`config.mk`:
```
export PLATFORM = sky130hd
export DESIGN_NAME = ps2_port
export DESIGN_NICKNAME = d
export VERILOG_FILES = /design/src/rtl/ps2_port.sv
export SDC_FILE = /design/constraint.sdc
export NUM_CORES = 1
export LEC_CHECK = 0
export ABC_AREA = 0
export CAP_MARGIN = 5
export CORE_AREA = 2 2 176 109
export CTS_BUF_LIST = sky130_fd_sc_hd__clkbuf_8
export DETAILED_ROUTE_END_ITERATION = 10
export DIE_AREA = 0 0 178 111
export HOLD_SLACK_MARGIN = 0.08
export PLACE_DENSITY_LB_ADDON = 0.05
export SLEW_MARGIN = 40
export SYNTH_ARGS = -nofsm -noshare
export SYNTH_HDL_FRONTEND = slang
export SYNTH_SLANG_ARGS = --single-unit
```
`constraint.sdc`:
```
create_clock -name clk -period 3.6 [get_ports clk]
set_clock_uncertainty 0.15 [all_clocks]
set_input_delay 0.36 -clock clk [delete_from_list [all_inputs] [get_ports clk]]
set_output_delay 0.36 -clock clk [all_outputs]
set_load 0.1 [all_outputs]
```
`src/rtl/ps2_port.sv`:
```
// PS/2 host port: conditioned line inputs, receive FIFO with clock-inhibit flow control,
// host-to-device transmitter, and a small CPU register window (data/status/control).
//
// state    | meaning
// RX_IDLE  | waiting for a start bit (fall with data low)
// RX_BITS  | shifting in 8 data bits, parity and stop on successive falls
// TX_IDLE  | no transmit pending
// TX_INH   | holding the PS/2 clock low before requesting to send
// TX_BITS  | start bit driven; next bit driven on each device clock fall
// TX_ACK   | stop released; next fall samples the device acknowledge
module ps2_port #(
  parameter int FIFO_DEPTH     = 4,
  parameter int FILTER         = 4,
  parameter int INHIBIT_CYCLES = 1000,
  parameter int TIMEOUT_CYCLES = 20000
) (
  input  logic       clk,
  input  logic       n_rst,
  input  logic       clk_in,
  input  logic       data_in,
  output logic       n_clk_out,
  output logic       n_data_out,
  input  logic [7:0] d_in,
  output logic [7:0] d_out,
  output logic       d_oe,
  input  logic       n_sel,
  input  logic       n_oe,
  input  logic       n_we,
  input  logic [1:0] a,
  output logic       rdy
);

  localparam int AW = (FIFO_DEPTH > 1) ? $clog2(FIFO_DEPTH) : 1;
  localparam int CW = AW + 1;
  localparam int FW = $clog2(FILTER + 1);
  localparam int IW = $clog2(INHIBIT_CYCLES + 1);
  localparam int TW = $clog2(TIMEOUT_CYCLES + 1);

  typedef enum logic {RX_IDLE, RX_BITS} rx_state_t;
  typedef enum logic [1:0] {TX_IDLE, TX_INH, TX_BITS, TX_ACK} tx_state_t;

  rx_state_t rx_state, rx_next;
  tx_state_t tx_state, tx_next;

  logic [1:0]    clk_sync, data_sync;
  logic [FW-1:0] clk_cnt, data_cnt;
  logic          clk_f, clk_f_d, data_f, fall;

  logic [7:0]    mem [FIFO_DEPTH];
  logic [AW-1:0] wr_ptr, rd_ptr;
  logic [CW-1:0] count;
  logic          full, empty, rx_push, pop;

  logic [9:0]    rx_sr, frame;
  logic [3:0]    rx_cnt;
  logic          rx_done, frame_ok, rx_timeout;

  logic [9:0]    tx_sr;
  logic [3:0]    tx_cnt;
  logic [IW-1:0] inh_cnt;
  logic          tx_drv, tx_idle, tx_timeout, inh_done;

  logic [TW-1:0] to_cnt;
  logic          to_active, timeout;

  logic          ferr, ovr, ack, terr;
  logic          ferr_set, ovr_set, ack_set, terr_set;
  logic          wr_req, we_done, wr_stb, tx_start, clr_flags, flush;
  logic          rd_acc, rd_acc_q;
  logic [7:0]    status;

  // Line conditioning: a new level is accepted only after FILTER agreeing samples.
  always_ff @(posedge clk) begin
    if (!n_rst) begin
      clk_sync  <= 2'b11;
      data_sync <= 2'b11;
      clk_cnt   <= '0;
      data_cnt  <= '0;
      clk_f     <= 1'b1;
      clk_f_d   <= 1'b1;
      data_f    <= 1'b1;
    end else begin
      clk_sync  <= {clk_sync[0], clk_in};
      data_sync <= {data_sync[0], data_in};
      clk_f_d   <= clk_f;
      if (clk_sync[1] != clk_f) begin
        if (clk_cnt == FW'(FILTER - 1)) begin
          clk_f   <= clk_sync[1];
          clk_cnt <= '0;
        end else begin
          clk_cnt <= clk_cnt + FW'(1);
        end
      end else begin
        clk_cnt <= '0;
      end
      if (data_sync[1] != data_f) begin
        if (data_cnt == FW'(FILTER - 1)) begin
          data_f   <= data_sync[1];
          data_cnt <= '0;
        end else begin
          data_cnt <= data_cnt + FW'(1);
        end
      end else begin
        data_cnt <= '0;
      end
    end
  end

  assign fall = clk_f_d & ~clk_f;

  // CPU bus decode
  assign tx_idle   = (tx_state == TX_IDLE);
  assign wr_req    = ~n_sel & ~n_we;
  assign rdy       = ~(wr_req & ~we_done & (a == 2'd0) & ~tx_idle);
  assign wr_stb    = wr_req & ~we_done & rdy;
  assign tx_start  = wr_stb & (a == 2'd0);
  assign clr_flags = wr_stb & (a == 2'd2) & d_in[0];
  assign flush     = wr_stb & (a == 2'd2) & d_in[1];
  assign rd_acc    = ~n_sel & ~n_oe & (a == 2'd0);
  assign pop       = rd_acc_q & ~rd_acc & ~empty;

  always_ff @(posedge clk) begin
    if (!n_rst) begin
      we_done  <= 1'b0;
      rd_acc_q <= 1'b0;
    end else begin
      rd_acc_q <= rd_acc;
      if (!wr_req)     we_done <= 1'b0;
      else if (wr_stb) we_done <= 1'b1;
    end
  end

  // Receive FIFO
  assign full  = (count == CW'(FIFO_DEPTH));
  assign empty = (count == '0);

  always_ff @(posedge clk) begin
    if (rx_push) mem[wr_ptr] <= frame[7:0];
  end

  always_ff @(posedge clk) begin
    if (!n_rst || flush) begin
      wr_ptr <= '0;
      rd_ptr <= '0;
      count  <= '0;
    end else begin
      if (rx_push) wr_ptr <= wr_ptr + AW'(1);
      if (pop)     rd_ptr <= rd_ptr + AW'(1);
      count <= count + CW'(rx_push) - CW'(pop);
    end
  end

  // Frame check; a pop in the same cycle frees the slot for the push.
  assign frame      = {data_f, rx_sr[9:1]};
  assign frame_ok   = frame[9] & (^frame[8:0]);
  assign rx_done    = (rx_state == RX_BITS) & fall & (rx_cnt == 4'd9) & tx_idle;
  assign rx_timeout = (rx_state == RX_BITS) & timeout;
  assign rx_push    = rx_done & frame_ok & (~full | pop);
  assign ovr_set    = rx_done & frame_ok & full & ~pop;
  assign ferr_set   = (rx_done & ~frame_ok) | (rx_timeout & tx_idle);

  always_ff @(posedge clk) begin
    if (!n_rst) rx_state <= RX_IDLE;
    else        rx_state <= rx_next;
  end

  always_comb begin
    rx_next = rx_state;
    if (!tx_idle) begin
      rx_next = RX_IDLE;
    end else begin
      case (rx_state)
        RX_IDLE: if (fall && !data_f) rx_next = RX_BITS;
        RX_BITS: if (rx_timeout || (fall && rx_cnt == 4'd9)) rx_next = RX_IDLE;
        default: rx_next = RX_IDLE;
      endcase
    end
  end

  always_ff @(posedge clk) begin
    if (!n_rst) begin
      rx_sr  <= '0;
      rx_cnt <= '0;
    end else if (rx_state == RX_IDLE) begin
      rx_cnt <= '0;
    end else if (fall) begin
      rx_sr  <= frame;
      rx_cnt <= rx_cnt + 4'd1;
    end
  end

  // Transmitter
  assign inh_done   = (tx_state == TX_INH) & (inh_cnt == '0);
  assign tx_timeout = ((tx_state == TX_BITS) | (tx_state == TX_ACK)) & timeout;
  assign ack_set    = (tx_state == TX_ACK) & ~tx_timeout & fall & ~data_f;
  assign terr_set   = ((tx_state == TX_ACK) & fall & data_f) | tx_timeout;

  always_ff @(posedge clk) begin
    if (!n_rst) tx_state <= TX_IDLE;
    else        tx_state <= tx_next;
  end

  always_comb begin
    tx_next = tx_state;
    case (tx_state)
      TX_IDLE: if (tx_start) tx_next = TX_INH;
      TX_INH:  if (inh_done) tx_next = TX_BITS;
      TX_BITS: begin
        if (tx_timeout)                     tx_next = TX_IDLE;
        else if (fall && tx_cnt == 4'd9)    tx_next = TX_ACK;
      end
      TX_ACK:  if (tx_timeout || fall) tx_next = TX_IDLE;
      default: tx_next = TX_IDLE;
    endcase
  end

  always_ff @(posedge clk) begin
    if (!n_rst) begin
      tx_sr   <= '0;
      tx_cnt  <= '0;
      inh_cnt <= '0;
      tx_drv  <= 1'b0;
    end else begin
      case (tx_state)
        TX_IDLE: begin
          tx_drv <= 1'b0;
          if (tx_start) begin
            tx_sr   <= {1'b1, ~^d_in, d_in};
            tx_cnt  <= '0;
            inh_cnt <= IW'(INHIBIT_CYCLES - 1);
          end
        end
        TX_INH: begin
          if (inh_done) tx_drv <= 1'b1;
          else          inh_cnt <= inh_cnt - IW'(1);
        end
        TX_BITS: begin
          if (tx_timeout) begin
            tx_drv <= 1'b0;
          end else if (fall) begin
            tx_drv <= ~tx_sr[0];
            tx_sr  <= {1'b0, tx_sr[9:1]};
            tx_cnt <= tx_cnt + 4'd1;
          end
        end
        default: tx_drv <= 1'b0;
      endcase
    end
  end

  // Inter-fall watchdog, reloaded on every fall and when the transmit starts clocking.
  assign to_active = (rx_state == RX_BITS) | (tx_state == TX_BITS) | (tx_state == TX_ACK);
  assign timeout   = to_active & ~fall & (to_cnt == '0);

  always_ff @(posedge clk) begin
    if (!n_rst)                        to_cnt <= '0;
    else if (fall || inh_done)         to_cnt <= TW'(TIMEOUT_CYCLES - 1);
    else if (to_active && to_cnt != '0) to_cnt <= to_cnt - TW'(1);
  end

  always_ff @(posedge clk) begin
    if (!n_rst) begin
      ferr <= 1'b0;
      ovr  <= 1'b0;
      ack  <= 1'b0;
      terr <= 1'b0;
    end else begin
      ferr <= ferr_set | (ferr & ~clr_flags);
      ovr  <= ovr_set  | (ovr  & ~clr_flags);
      ack  <= ack_set  | (ack  & ~clr_flags);
      terr <= terr_set | (terr & ~clr_flags);
    end
  end

  assign n_clk_out  = (tx_state == TX_INH) | (full & (rx_state == RX_IDLE) & tx_idle);
  assign n_data_out = tx_drv;
  assign d_oe       = ~n_sel & ~n_oe;
  assign status     = {2'b00, terr, ack, ~tx_idle, ovr, ferr, ~empty};

  always_comb begin
    d_out = 8'h00;
    if (d_oe) begin
      case (a)
        2'd0:    d_out = empty ? 8'h00 : mem[rd_ptr];
        2'd1:    d_out = status;
        default: d_out = 8'h00;
      endcase
    end
  end

endmodule

```
==> impl_metrics.ini, run 1 <==
[worst_hold_path]
holdPathStages = 1
hp-class = reg2reg
min-delay-start = data_sync[0]
hold_end = data_sync[1]

[grt]
grt_usage = 0.144
grt_first_pass_wirelength_um = 21400
antenna_found_initial = 0
grt_pass1_vias = 3900
grt_overflow_total = 0
grt_max_degree = 25

[worst_setup_path]
cp-end-kind = register
crit_fanout = 7
critical_path_required_ns = 3.78
worstPathArrival_ns = 3.48
crit_chain = xor2_1, xnor3_1, xnor2_1, nor3b_4, inv_1, ha_1, inv_1, ha_1, fa_1, xnor2_1, xnor2_1, nor2_1
ff2ff_setup_slack_ns = 0.30
rr_worst_depth = 12
cp_num_buf_inv = 2
startpoint_type = register
r2r_end = count[2]
crit_type = reg2reg
crit_top_cell = xnor2_1
rr_startpoint = rx_sr[4]
critPathMaxStageDelay_ns = 0.47
cp_top_family = XOR/XNOR gates
slowest_stage = dfxtp_1

[yosys]
synth_cells = 519
synthTopCellsByCount = dfxtp_1 (84), nor2_1 (52), edfxtp_1 (32)
synthDistinctLibCells = 61
ys.flop_type = dfxtp_1
ys_async_sr_fraction = 0
ys_top_cells_by_area = dfxtp_1 (31%), edfxtp_1 (18%), ha_1 (5.3%)
synth.most_common_cell = dfxtp_1
synth_top_cell_area_share = 0.312
ys_seq_elements = 116
synth_top_cell_by_area = dfxtp_1
yosysWarnings = 0
synth_edf_count = 32
syn_area_sq_um = 5380
synthesis.nets = 560
yosysSeqAreaShare = 0.491
syn_avg_cell_area_sq_um = 10.4

[route]
wl_met1_um = 7390
wl_um = 13000
wire_per_inst_um = 16.0
top_layer_used = met4
route.met3.wl_um = 573
wl_met2_um = 4900
avgViaCountPerCell = 4.79
postRouteAntennaNets = 0
drt-initial-drc-count = 267
dr.pass1.iters = 4
drc_errors = 0
num_vias = 3892

[layout]
fill_cells = 1836
fin_util = 0.343
drive_gt1_frac = 0.123
num_antenna_cells = 0
final_nets = 595
area_delta_synth_final_pct = 17.4
fin_cells = 813
multi_input_comb_area_sq_um = 2550
seq_area_sq_um = 2640

[placed_design]
pre_cts_ws_ns = 0.134
gp_congestion = 0.733
port_buffers = 28
dp_cells = 781
hpwlAfterDp_um = 9210

[sta]
rsz0062_at_grt = no
tightestPinTransition_ns = 0.704
fin_crit_ns = 3.30
setup_slack_ns = 0.302
maxSlewHeadroom = 0.525
hold_violations = 0
setup_violations = 0
period_share = 0.916
max_clock_freq_ghz = 0.303
tns_ns = 0
slew_viol_final = 0

[clock_tree]
clkTransAtPathRegs_ns = 0.08
clock_latency_ns = 0.44
cts_buffers = 17
clockRootBuffer = clkbuf_8
cts.path.max_buffers = 2
cts_tree = built
cts_setup_buffers = 0
h-tree-depth = 4
clock_sinks = 116

[floorplan]
io_pins = 29
core_sq_um = 18400
dieArea_sq_um = 19800
start_util = 0.293
rows = 39
fp.dieH_um = 111
die_x_um = 178

[status]
status = finished clean

[pwr]
power_switching_mw = 1.58
peakVddDrop_v = 0.000283
combPwrFrac = 0.326
p_int_mw = 2.56
pwr-share-seq = 0.383
p_clk_frac = 0.290
power.density_nw_per_um2 = 656
swShare = 0.382
p_leak_nw = 2.27

[flow_run]
max_cap_viol_count = 0
==> layer usage <==
layer / up-vias / GRT usage
met2: 70 / 0.185
li1: 1934 / -
met5: - / 0
met4: 0 / 0.0328
met1: 1877 / 0.228
met3: 11 / 0.0432
==> layout make-up <==
type                            count  share of cell area
Timing Repair Buffer               38              0.0511
Multi-Input combinational cell    353               0.403
Inverter                           28              0.0166
Tap cell                          246              0.0487
Clock inverter                     15              0.0250
Clock buffer                       17              0.0370
Sequential cell                   116               0.418
==> logic make-up after synthesis <==
family | Yosys count | synth area share
buffers and inverters | 50 | 0.0374
muxes | 29 | 0.0728
and+or+nand+nor | 175 | 0.172
AOI/OAI and AO/OA | 84 | 0.100
xor gates and xnor gates | 41 | 0.0693
adders and majority gates | 24 | 0.0572
DFF | 116 | 0.491
==> power by group through the flow <==
stage / clock network [mW] / logic, mW / registers, mW
final: 1.20 / 1.35 / 1.59
after global routing: 1.32 / 1.52 / 1.61
after CTS: 1.25 / 1.36 / 1.59
after detailed placement: 0 / 1.35 / 1.62
after global placement: 0 / 1.35 / 1.61
after floorplan: 0 / 1.06 / 1.60
==> flip-flops by register name, summed over array words and instances (netlist names), 3 cells and up, named ones only <==
| register | flops |
|---|---|
| clk_cnt | 3 |
| count | 3 |
| data_cnt | 3 |
| inh_cnt | 10 |
| mem | 32 |
| rx_cnt | 4 |
| rx_sr | 9 |
| to_cnt | 15 |
| tx_cnt | 4 |
| tx_sr | 10 |
==> worst reg2reg max path, delay by kind of cell, from the launching register on <==
kind | cells | cell delay, ns
adders and majority gates | 3 | 0.84
xor gates and xnor gates | 5 | 1.21
and+or+nand+nor | 2 | 0.39
buffers and inverters | 2 | 0.12
DFF | 1 | 0.47
==> placed cells by master, fill, tap and decap left out, types with 20 or more instances in the layout <==
| master | count |
|---|---|
| dfxtp_1 | 84 |
| nor2_1 | 52 |
| edfxtp_1 | 32 |
| inv_1 | 28 |
| nand2_1 | 28 |
| a21oi_1 | 26 |
| xnor2_1 | 23 |
| ha_1 | 23 |
| buf_4 | 21 |
| mux2i_1 | 20 |
==> worst max path at each step <==
stage / from / to / cells past startpoint / slack [ns]
5_1_grt: rx_sr[4] / count[2] / 12 / 0.08
3_3_place_gp: n_sel / count[2] / 12 / 0.22
2_1_floorplan: tx_state[0] / count[2] / 14 / 0.43
4_1_cts: rx_sr[4] / count[2] / 12 / 0.26
3_5_place_dp: n_sel / count[2] / 12 / 0.13
6_report: rx_sr[4] / count[2] / 12 / 0.30
==> through the flow <==
| step | total power [mW] | area (sq um) | hold WS (ns) |
|---|---|---|---|
| after global placement | 2.97 | 5930 | 0.243 |
| after floorplan | 2.65 | 5390 | 0.236 |
| after global routing | 4.45 | 6320 | 0.291 |
| after detailed placement | 2.97 | 5920 | 0.247 |
| final | 4.15 | 6320 | 0.260 |
| after CTS | 4.20 | 6310 | 0.266 |
==> timing repair <==
action / in CTS / in global routing
hold buffers: 0 / 0
setup endpoints to repair: 0 / 1
gates resized for setup: 0 / 1
hold endpoints to repair: 0 / 0
Note: power is estimated with default switching activity, not from simulation.
==> run 2, diff against run 1 <==
--- a/config.mk
+++ b/config.mk
@@ -8,11 +8,10 @@
 export ABC_AREA = 0
 export CAP_MARGIN = 5
 export CORE_AREA = 2 2 176 109
-export CTS_BUF_LIST = sky130_fd_sc_hd__clkbuf_8
 export DETAILED_ROUTE_END_ITERATION = 10
 export DIE_AREA = 0 0 178 111
 export HOLD_SLACK_MARGIN = 0.08
-export PLACE_DENSITY_LB_ADDON = 0.05
+export PLACE_DENSITY = 0.53
 export SLEW_MARGIN = 40
 export SYNTH_ARGS = -nofsm -noshare
 export SYNTH_HDL_FRONTEND = slang
==> constraint.sdc (replaced) <==
create_clock -name clk -period 3.6 [get_ports clk]
set_clock_uncertainty 0.15 [all_clocks]
set_input_delay 0.54 -clock clk [delete_from_list [all_inputs] [get_ports clk]]
set_output_delay 0.54 -clock clk [all_outputs]
set_load 0.1 [all_outputs]
==> impl_metrics.ini, run 2 (synthesized netlist as in run 1, its figures left out) <==
[status]
status = finished clean

[pwr]
combPwrFrac = 0.289
power.density_nw_per_um2 = 695
peakVddDrop_v = 0.000330
p_clk_frac = 0.365
p_leak_nw = 2.39
power_switching_mw = 1.66
pwr-share-seq = 0.346
p_int_mw = 2.93
swShare = 0.362

[route]
drc_errors = 0
wl_um = 12500
avgViaCountPerCell = 4.83
drt-initial-drc-count = 307
wire_per_inst_um = 15.4
dr.pass1.iters = 5
num_vias = 3933
postRouteAntennaNets = 0

[layout]
fin_util = 0.359
seq_area_sq_um = 2640
final_nets = 596
final_cell_mix = dfxtp_1 (84), nor2_1 (52), edfxtp_1 (32), nand2_1 (28), inv_1 (27)
num_antenna_cells = 0
fill_cells = 1812
final_common_cell = dfxtp_1
regMostFlops = mem
area_delta_synth_final_pct = 22.8
drive_gt1_frac = 0.127
fin_area_sq_um = 6610
multi_input_comb_area_sq_um = 2550
reg.largest.list = mem x32, to_cnt x15
largest_register_ff_count = 32

[placed_design]
place_area_sq_um = 6010
gp_congestion = 0.789
port_buffers = 28
hpwlAfterDp_um = 8740

[sta]
setup_violations = 0
period_share = 0.898
tightestPinTransition_ns = 0.696
tns_ns = 0
hold_violations = 0
rsz0062_at_grt = no
max_clock_freq_ghz = 0.309
maxSlewHeadroom = 0.536
fin_crit_ns = 3.23
slew_viol_final = 0

[worst_hold_path]
holdPathStages = 1
hp-class = reg2reg
min-delay-start = clk_sync[0]
hold_end = clk_sync[1]

[worst_setup_path]
crit_fanout = 7
worstPathArrival_ns = 3.39
r2r_end = count[2]
critPathLaunch = rx_sr[5]
startpoint_type = register
ff2ff_setup_slack_ns = 0.37
cp-end-kind = register
critical_path_required_ns = 3.76
rr_startpoint = rx_sr[5]
rr_worst_depth = 12
crit_type = reg2reg

[clock_tree]
clockRootBuffer = clkbuf_16
h-tree-depth = 4
cts_tree = built
clock_sinks = 116
clkTransAtPathRegs_ns = 0.07
cts.path.max_buffers = 2
cts_hold_buffers = 0
clock_latency_ns = 0.42
cts_buffers = 17

[floorplan]
dieArea_sq_um = 19800
rows = 39
die_x_um = 178
io_pins = 29
core_sq_um = 18400
start_util = 0.293
fp.dieH_um = 111

[grt]
grt_max_degree = 29
antenna_found_initial = 0
grt_overflow_total = 0
grt_usage = 0.133
grt_pass1_vias = 3874
grt_first_pass_wirelength_um = 20300

[flow_run]
max_cap_viol_count = 0
-- run 2: changes by cell type in the layout (fill, tap and decap cells not counted) --
cell        delta
inv_1          -1
clkbuf_16     +17
o21ai_0        +4
o21ai_1        -4
clkinvlp_4     -2
buf_4          -6
inv_6          +3
clkinv_2       -2
clkbuf_8      -17
inv_8          +3
bufinv_16      -1
buf_12         +7
-- run 2: power by group through the flow --
stage | clock network [mW] | registers, mW | logic [mW]
floorplan | 0 | 1.60 | 1.06
global placement | 0 | 1.61 | 1.29
detailed placement | 0 | 1.61 | 1.32
CTS | 1.70 | 1.59 | 1.33
global route | 1.77 | 1.61 | 1.48
finish | 1.67 | 1.59 | 1.33
-- run 2: critical path, cell delays in order, from the launching register on --
cell and delay (ns):
dfxtp_1 0.46, xor2_1 0.23, xnor3_1 0.43, xnor2_1 0.25
nor3b_4 0.26, inv_1 0.07, ha_1 0.28, inv_1 0.04
ha_1 0.18, fa_1 0.38, xnor2_1 0.20, xnor2_1 0.15
nor2_1 0.06
-- run 2: repair_timing --
| item | in CTS | in global routing |
|---|---|---|
| endpoints found under the setup margin | 0 | 1 |
| buffers inserted | 0 | 1 |
| resized for setup | 0 | 1 |
-- run 2: worst max-delay path by stage --
stage,to,cells past startpoint
2_1_floorplan,d_out[1],4
3_3_place_gp,count[2],12
3_5_place_dp,count[2],12
4_1_cts,count[2],12
5_1_grt,count[2],12
6_report,count[2],12
-- run 2: final cells by class --
class                   count  share of cell area
flip-flops and latches    116               0.400
multi-input cells         353               0.386
clock buffers              17              0.0644
repair buffers             39              0.0633
well taps                 246              0.0466
clock inverters            15              0.0241
inverters                  28              0.0159
-- run 2: metal layers --
layer	up-vias	track usage	part of all wire
li1	1945	-	-
met3	11	0.0298	0.037
met1	1911	0.199	0.52
met2	66	0.188	0.43
met4	0	0.0432	0.0098
met5	-	0	0
-- run 2: stage by stage --
step,power (mW),hold WS [ns],worst slack [ns],cells
floorplan,2.65,0.236,-0.381,519
global placement,2.90,0.249,0.190,781
detailed placement,2.93,0.260,0.0927,781
CTS,4.61,0.270,0.0980,813
global route,4.85,0.274,0.167,814
finish,4.59,0.270,0.368,814
